<file path="config.mk">
export PLATFORM = sky130hd
export DESIGN_NAME = pipe_lsu
export DESIGN_NICKNAME = d
export VERILOG_FILES = /design/src/rtl/pipe_lsu.sv
export SDC_FILE = /design/constraint.sdc
export NUM_CORES = 1
export LEC_CHECK = 0
export BUFFER_PORTS_ARGS = -buffer_cell sky130_fd_sc_hd__clkbuf_2
export CELL_PAD_IN_SITES_DETAIL_PLACEMENT = 1
export CELL_PAD_IN_SITES_GLOBAL_PLACEMENT = 2
export CORE_MARGIN = 8
export CORE_UTILIZATION = 30
export DETAILED_ROUTE_END_ITERATION = 12
export PLACE_DENSITY_LB_ADDON = 0.1
export SKIP_CTS_REPAIR_TIMING = 1
export SYNTH_ARGS = -nofsm -noshare
export SYNTH_HDL_FRONTEND = slang
export SYNTH_SLANG_ARGS = --single-unit
</file>
<file path="constraint.sdc">
create_clock -name clk -period 4.15 [get_ports clk]
set_input_delay 1.0375 -clock clk [delete_from_list [all_inputs] [get_ports clk]]
set_output_delay 1.0375 -clock clk [all_outputs]
set_load 0.05 [all_outputs]
</file>
<file path="src/rtl/pipe_lsu.sv">
// rtl/pipe_lsu.sv - memory-stage load/store unit bridging the M stage to a valid/ready data bus
module pipe_lsu #(
    parameter int TIMEOUT_CYC = 64
) (
    input  logic        clk,
    input  logic        rst,
    input  logic        flush,
    input  logic        mem_rd_M,
    input  logic        mem_wr_M,
    input  logic [2:0]  funct3_M,
    input  logic [31:0] alu_o_M,
    input  logic [31:0] wr_data_M,
    output logic [31:0] rd_data_M,
    output logic        stall_M,
    output logic        misalign_M,
    output logic        bus_err_M,
    output logic        req_valid,
    input  logic        req_ready,
    output logic        req_we,
    output logic [31:0] req_addr,
    output logic [3:0]  req_be,
    output logic [31:0] req_wdata,
    input  logic        rsp_valid,
    input  logic [31:0] rsp_rdata
);

    localparam logic [1:0] S_IDLE = 2'd0;
    localparam logic [1:0] S_REQ  = 2'd1;
    localparam logic [1:0] S_WAIT = 2'd2;
    localparam logic [1:0] S_DONE = 2'd3;

    localparam int CW = $clog2(TIMEOUT_CYC + 1);
    localparam logic [CW-1:0] T_LAST = CW'(TIMEOUT_CYC - 1);

    logic [1:0]    state;
    logic [31:0]   addr_q;
    logic [3:0]    be_q;
    logic [31:0]   wdata_q;
    logic          we_q;
    logic [1:0]    off_q;
    logic [2:0]    f3_q;
    logic [31:0]   data_q;
    logic          err_q;
    logic [CW-1:0] tcnt;

    logic        access;
    logic        legal_f3;
    logic        aligned;
    logic        ok;
    logic [3:0]  be_n;
    logic [31:0] wdata_n;
    logic [7:0]  bsel;
    logic [15:0] hsel;
    logic [31:0] ext;
    logic        timed_out;

    // A store wins when both mem_rd_M and mem_wr_M are raised.
    always_comb begin
        access   = (mem_rd_M | mem_wr_M) & ~flush;
        legal_f3 = 1'b0;
        case (funct3_M)
            3'b000, 3'b001, 3'b010: legal_f3 = 1'b1;
            3'b100, 3'b101:         legal_f3 = ~mem_wr_M;
            default:                legal_f3 = 1'b0;
        endcase
        case (funct3_M[1:0])
            2'b01:   aligned = ~alu_o_M[0];
            2'b10:   aligned = (alu_o_M[1:0] == 2'b00);
            default: aligned = 1'b1;
        endcase
        ok = legal_f3 & aligned;
    end

    always_comb begin
        be_n    = 4'b1111;
        wdata_n = wr_data_M;
        if (mem_wr_M) begin
            case (funct3_M[1:0])
                2'b00: begin
                    be_n    = 4'b0001 << alu_o_M[1:0];
                    wdata_n = {4{wr_data_M[7:0]}};
                end
                2'b01: begin
                    be_n    = alu_o_M[1] ? 4'b1100 : 4'b0011;
                    wdata_n = {2{wr_data_M[15:0]}};
                end
                default: begin
                    be_n    = 4'b1111;
                    wdata_n = wr_data_M;
                end
            endcase
        end
    end

    always_comb begin
        case (off_q)
            2'd0:    bsel = rsp_rdata[7:0];
            2'd1:    bsel = rsp_rdata[15:8];
            2'd2:    bsel = rsp_rdata[23:16];
            default: bsel = rsp_rdata[31:24];
        endcase
        hsel = off_q[1] ? rsp_rdata[31:16] : rsp_rdata[15:0];
        case (f3_q)
            3'b000:  ext = {{24{bsel[7]}}, bsel};
            3'b001:  ext = {{16{hsel[15]}}, hsel};
            3'b100:  ext = {24'd0, bsel};
            3'b101:  ext = {16'd0, hsel};
            default: ext = rsp_rdata;
        endcase
    end

    assign timed_out = (tcnt >= T_LAST);

    always_ff @(posedge clk or negedge rst) begin
        if (!rst) begin
            state   <= S_IDLE;
            addr_q  <= '0;
            be_q    <= '0;
            wdata_q <= '0;
            we_q    <= 1'b0;
            off_q   <= '0;
            f3_q    <= '0;
            data_q  <= '0;
            err_q   <= 1'b0;
            tcnt    <= '0;
        end else begin
            case (state)
                S_IDLE: begin
                    if (access && ok) begin
                        addr_q  <= {alu_o_M[31:2], 2'b00};
                        be_q    <= be_n;
                        wdata_q <= wdata_n;
                        we_q    <= mem_wr_M;
                        off_q   <= alu_o_M[1:0];
                        f3_q    <= funct3_M;
                        data_q  <= '0;
                        err_q   <= 1'b0;
                        tcnt    <= '0;
                        state   <= S_REQ;
                    end
                end
                S_REQ: begin
                    tcnt <= tcnt + 1'b1;
                    if (req_ready) begin
                        state <= we_q ? S_DONE : S_WAIT;
                    end else if (timed_out) begin
                        err_q <= 1'b1;
                        state <= S_DONE;
                    end
                end
                S_WAIT: begin
                    tcnt <= tcnt + 1'b1;
                    if (rsp_valid) begin
                        data_q <= ext;
                        state  <= S_DONE;
                    end else if (timed_out) begin
                        err_q <= 1'b1;
                        state <= S_DONE;
                    end
                end
                default: state <= S_IDLE;
            endcase
        end
    end

    // The IDLE-cycle flags are combinational, so they are gated by reset to read 0 during it.
    assign stall_M    = rst & (((state == S_IDLE) & access & ok) | (state == S_REQ) | (state == S_WAIT));
    assign misalign_M = rst & (state == S_IDLE) & access & ~ok;
    assign bus_err_M  = (state == S_DONE) & err_q;
    assign rd_data_M  = (state == S_DONE) ? data_q : 32'd0;
    assign req_valid  = (state == S_REQ);
    assign req_we     = we_q;
    assign req_addr   = addr_q;
    assign req_be     = be_q;
    assign req_wdata  = wdata_q;

endmodule

</file>
After elaboration in Yosys (flattened, before gate mapping)

Index checks and enable logic that the tools add are counted.

Output and inout port bits: 105
Logic and storage cells: 91
Register bits after elaboration: 114
Input bits: 106

Equal/unequal tests: 18
Reductions and logical operators: 17
Bitwise operators: 16
Shifts and indexed selects: 1
Add/subtract/negate cells: 1
Order comparisons: 1
Mux-type cells: 27

Operator list:

| kind                                                                  | number |
|---|---|
| 32-bit 2-to-1 mux                                                     | 4 |
| 32-bit case mux with 2 select lines                                   | 2 |
| 32-bit case mux with 4 select lines                                   | 1 |
| 8-bit case mux with 3 select lines                                    | 1 |
| 16-bit 2-to-1 mux                                                     | 1 |
| 7-bit case mux with 2 select lines                                    | 1 |
| 3-bit == test, second input constant                                  | 4 |
| 1-bit bitwise AND                                                     | 9 |
| 2-bit == test, second input constant                                  | 4 |
| 2-bit zero test                                                       | 4 |
| 2-bit 2-to-1 mux                                                      | 4 |
| 4-bit 2-to-1 mux                                                      | 2 |
| 2-bit != test, second input constant                                  | 4 |
| 4-bit case mux with 2 select lines                                    | 1 |
| 7-bit by 1-bit adder with 7-bit output, second input constant         | 1 |
| 7-bit by 6-bit >= comparator with 1-bit output, second input constant | 1 |
| 7-bit 2-to-1 mux                                                      | 1 |
| 2-bit by 1-bit == test with 1-bit output, second input constant       | 3 |
| 3-bit by 1-bit == test with 1-bit output, second input constant       | 2 |
| 3-bit zero test                                                       | 2 |
| 2-bit case mux with 3 select lines                                    | 1 |
| 1-bit 2-to-1 mux                                                      | 5 |
| 1-bit inverter                                                        | 4 |
| 1-bit case mux with 2 select lines                                    | 2 |
| 12 further kinds                                                      | 17 |

Longest topological paths before layout

Depth after elaboration: 8
Mapped depth: 9
Depth with buffers taken out: 7

Worst setup path after synthesis

Ideal clock, no wire load.

Kind: in2out
Start point: input funct3_M[0]
End point: output stall_M
Stages on the path: 8
Data arrival time: 2.826 ns
Path buffers: 2
Data required time: 3.113 ns
Slack: 0.287 ns
Cell sequence: inv_1 -> ha_1 -> inv_1 -> o311a_1 -> nor3_2 -> buf_2 -> buf_2 -> o31a_1

Word-level cells in the longest chain between the ends: 8
Elaborated cells between the ends (all ways): 16
Those cells by class: 6 x eq/ne; 2 x mux; 5 x bitwise; 3 x reduce/logical

Ends and longest elaborated chain:

| item                                                                   | line | text |
|---|---|---|
| start, declared                                                        | 10   | `input logic [2:0] funct3_M,` |
| 3-bit by 1-bit == test with 1-bit output, or another cell as far along | 61   | `case (funct3_M)` |
| 3-bit OR reduction / 2-bit OR reduction (equally long branches)        | 61   |  |
| 1-bit case mux with 2 select lines                                     | 61   |  |
| 1-bit bitwise AND *                                                    | 71   | `ok = legal_f3 & aligned;` |
| 1-bit bitwise AND *                                                    | 167  | `assign stall_M = rst & (((state == S_IDLE) & access & ok) \| (state == S_REQ) \| (state == S_WAIT));` |
| 1-bit bitwise OR * (2 in a row)                                        | 167  |  |
| 1-bit bitwise AND *                                                    | 167  |  |
| end, declared                                                          | 14   | `output logic stall_M,` |

Every way passes the cells marked *; elsewhere a longest branch is shown, timed or not.

Final worst setup path

Ends and elaborated chain as after synthesis.

==> flow_metrics.env <==
export IMPL_dr_total_vias=4995
export IMPL_timing_max_transition_violations_final=0
export IMPL_end_kind="output pin"
export IMPL_fin_skew_ns=0.00700
export IMPL_number_of_hold_violations_in_the_final_report=0
export IMPL_cts_tree="yes"
export IMPL_critical_path_max_fanout=3
export IMPL_initial_antenna_violation_count=2
export IMPL_grt_first_pass_wirelength_um=31400
export IMPL_seq_total_area_yosys_pct=49.6
export IMPL_r2r_worst_path_cells=7
export IMPL_reg2reg_from="state[0]"
export IMPL_hpwl_um=14600
export IMPL_grt_setup_unrepaired="false"
export IMPL_port_buffer_count=208
export IMPL_post_syn_area_per_cell_um2=10.5
export IMPL_num_io_pins=211
export IMPL_maxCapViolations=0
export IMPL_totalWireLength_um=19700
export IMPL_die_area_mm2=0.0238
export IMPL_finalCriticalPeriod_ns=3.57
export IMPL_worst_slew_margin_rel_pct=23.1
export IMPL_die_height_um=154
export IMPL_drive_above_1_share_pct=39.6
export IMPL_synth_async_reset_ratio_pct=100
export IMPL_status="finished clean"
export IMPL_floorplan_initialDensity_pct=30.6
export IMPL_yosys_area_top_type="sky130_fd_sc_hd__dfrtp_1"
export IMPL_timing_critical_path_from_type="primary input"
export IMPL_netlist_cell_type_count=45
export IMPL_dieWidth_um=154
export IMPL_synth_top_cells_by_count="114 x sky130_fd_sc_hd__dfrtp_1, 66 x sky130_fd_sc_hd__a21oi_1, 45 x sky130_fd_sc_hd__mux2_2"
export IMPL_grt_ovfl_total=0
export IMPL_cts_root_to_sink_buffers=2
export IMPL_final_min_period_over_clock_period_pct=86.1
export IMPL_ys_dominant_reg_cell="sky130_fd_sc_hd__dfrtp_1"
export IMPL_timing_worst_setup_path_type="in2out"
export IMPL_leakagePower_uw=0.00369
export IMPL_synth_largest_type_area_fraction_pct=49.6
export IMPL_design_core_area_mm2=0.0188
export IMPL_ys_warnings_count=0
export IMPL_ys_seq_elements=114
export IMPL_num_fill_cells=2179
export IMPL_drtIter0Drc=210
export IMPL_crit_reg2reg_capture="tcnt[5]"
export IMPL_cts_sinks=114
export IMPL_wire_per_inst_um=19.9
export IMPL_cts_root_buffer="sky130_fd_sc_hd__clkbuf_16"
export IMPL_synthesis_area_mm2=0.00575
export IMPL_grt_max_degree=104
export IMPL_cts_reportedPaths_clkPinSlew_ns=0.05
export IMPL_post_layout_nonfiller_instances=991
export IMPL_peakVddDrop_mv=0.384
export IMPL_crit_arrival_ns=2.54
export IMPL_hold_path_class="in2async"
export IMPL_drc=0
export IMPL_ctsHtreeMaxLevel=4
export IMPL_setup_viol_count_final=0
export IMPL_timing_reg2reg_setup_slack_ns=1.57
export IMPL_globalRouteTotalUtil_pct=16.7
export IMPL_fin_tns_setup_ns=0
export IMPL_number_of_nets_at_the_end_of_the_flow=860
export IMPL_numPlacedInstances=959
export IMPL_vias_in_the_first_global_route=5665
export IMPL_max_freq_mhz=280
export IMPL_tightestPinTransition_ns=1.15
export IMPL_synth_enable_flop_cells=0
export IMPL_synthMostInstantiatedCell="sky130_fd_sc_hd__dfrtp_1"
export IMPL_avgViaCountPerCell=5.04
export IMPL_detail_route_antenna_nets=0
export IMPL_worst_ep_required_time_ns=3.11
export IMPL_post_synth_main_area_contributors="sky130_fd_sc_hd__dfrtp_1 50%, sky130_fd_sc_hd__mux2_2 8.8%, sky130_fd_sc_hd__a21oi_1 5.7%"
export IMPL_power_density_mw_per_mm2=906
export IMPL_drt_pre_antenna_iters=4
export IMPL_post_synth_inst_count=547
export IMPL_floorplan_rows=50
export IMPL_worst_skew_pair_late_latency_ns=0.41
export IMPL_cts_inserted_buffers=17
export IMPL_layout_area_overhead_vs_synth_pct=33.3
export IMPL_finalWeightedCongestion=0.803
metal layers:
layer,global-route usage [%],vias to the layer above,share of wire (%)
met2,27.8,154,48
met1,18.8,2448,41
met3,7.72,26,9.3
met4,4.85,4,1.2
li1,-,2363,-
met5,0,-,0.12
cell usage in the layout (no fill, tap or decap), types with 9 or more instances in the layout:
master	n
sky130_fd_sc_hd__and2_1	34
sky130_fd_sc_hd__o2bb2ai_1	25
sky130_fd_sc_hd__nor2b_1	13
sky130_fd_sc_hd__nand2_1	22
sky130_fd_sc_hd__mux2_2	45
sky130_fd_sc_hd__clkbuf_16	17
sky130_fd_sc_hd__dfrtp_1	114
sky130_fd_sc_hd__a21oi_1	66
sky130_fd_sc_hd__clkbuf_2	206
sky130_fd_sc_hd__buf_4	9
sky130_fd_sc_hd__mux2i_1	15
sky130_fd_sc_hd__ha_1	10
sky130_fd_sc_hd__nor2_1	38
sky130_fd_sc_hd__inv_1	24
sky130_fd_sc_hd__a22oi_1	13
sky130_fd_sc_hd__o21ai_0	9
cell families (layout without fill, tap and decap cells):
group                      after synthesis  after routing  share of synthesized area (%)
AOI/OAI and AO/OA                      169            169                           20.6
adders and majority gates               10             10                           2.18
buffers and inverters                   65            273                           4.92
DFF                                    114            114                           49.6
muxes                                   60             60                           11.4
other                                    1              3                         0.0652
and+or+nand+nor                        128            128                           11.2
state kept, by name, summed over array words and instances, names as in the netlist:
signal / flops
data_q: 32
req_wdata: 32
req_addr: 30
tcnt: 7
req_be: 4
f3_q: 3
off_q: 2
state: 2
err_q: 1
req_we: 1
critical path, stage by stage:
cell and delay (ns):
sky130_fd_sc_hd__clkbuf_2 0.10, sky130_fd_sc_hd__inv_1 0.08, sky130_fd_sc_hd__ha_1 0.18, sky130_fd_sc_hd__inv_1 0.05, sky130_fd_sc_hd__o311a_1 0.43, sky130_fd_sc_hd__nor3_4 0.30, sky130_fd_sc_hd__o31a_1 0.21, sky130_fd_sc_hd__buf_12 0.15
area by class of cell:
| type | count | area [um2] | area share (%) |
|---|---|---|---|
| Antenna cell | 1 | 2.50 | 0.0327 |
| Clock buffer | 22 | 484 | 6.32 |
| Clock inverter | 9 | 176 | 2.30 |
| Inverter | 25 | 93.8 | 1.22 |
| Multi-Input combinational cell | 369 | 2620 | 34.2 |
| Sequential cell | 114 | 2850 | 37.2 |
| Tap cell | 234 | 293 | 3.82 |
| Timing Repair Buffer | 217 | 1140 | 14.9 |
power by group:
group / leakage, uW / internal (uW) / switching [uW] / total (uW)
registers: 0.00141 / 1580 / 377 / 1960
logic: 0.00196 / 968 / 2370 / 3340
clock network: 0.000322 / 1130 / 523 / 1650
total: 0.00369 / 3670 / 3270 / 6950
worst max path at each step:
stage,from,end,slack (ns),cells after the start
5_1_grt,funct3_M[0],stall_M,0.48,8
4_1_cts,funct3_M[0],stall_M,0.53,8
3_5_place_dp,funct3_M[0],stall_M,0.54,8
2_1_floorplan,funct3_M[0],stall_M,0.29,8
3_3_place_gp,funct3_M[0],stall_M,0.57,8
6_report,funct3_M[0],stall_M,0.58,8
per-stage QoR:
stage                     hold WS [ns]  utilization (%)  setup WS [ns]  instance area [um2]  power, uW
after floorplan                  0.449                -          0.287                 5750       4410
after global placement           0.466             37.3          0.573                 7000       5270
after detailed placement         0.466             37.3          0.538                 7000       5360
after CTS                        0.406             40.8          0.533                 7660       7050
after global routing             0.407             40.8          0.482                 7660       7350
final                            0.426             40.8          0.576                 7660       6950
Note: power is estimated with default switching activity, not from simulation.
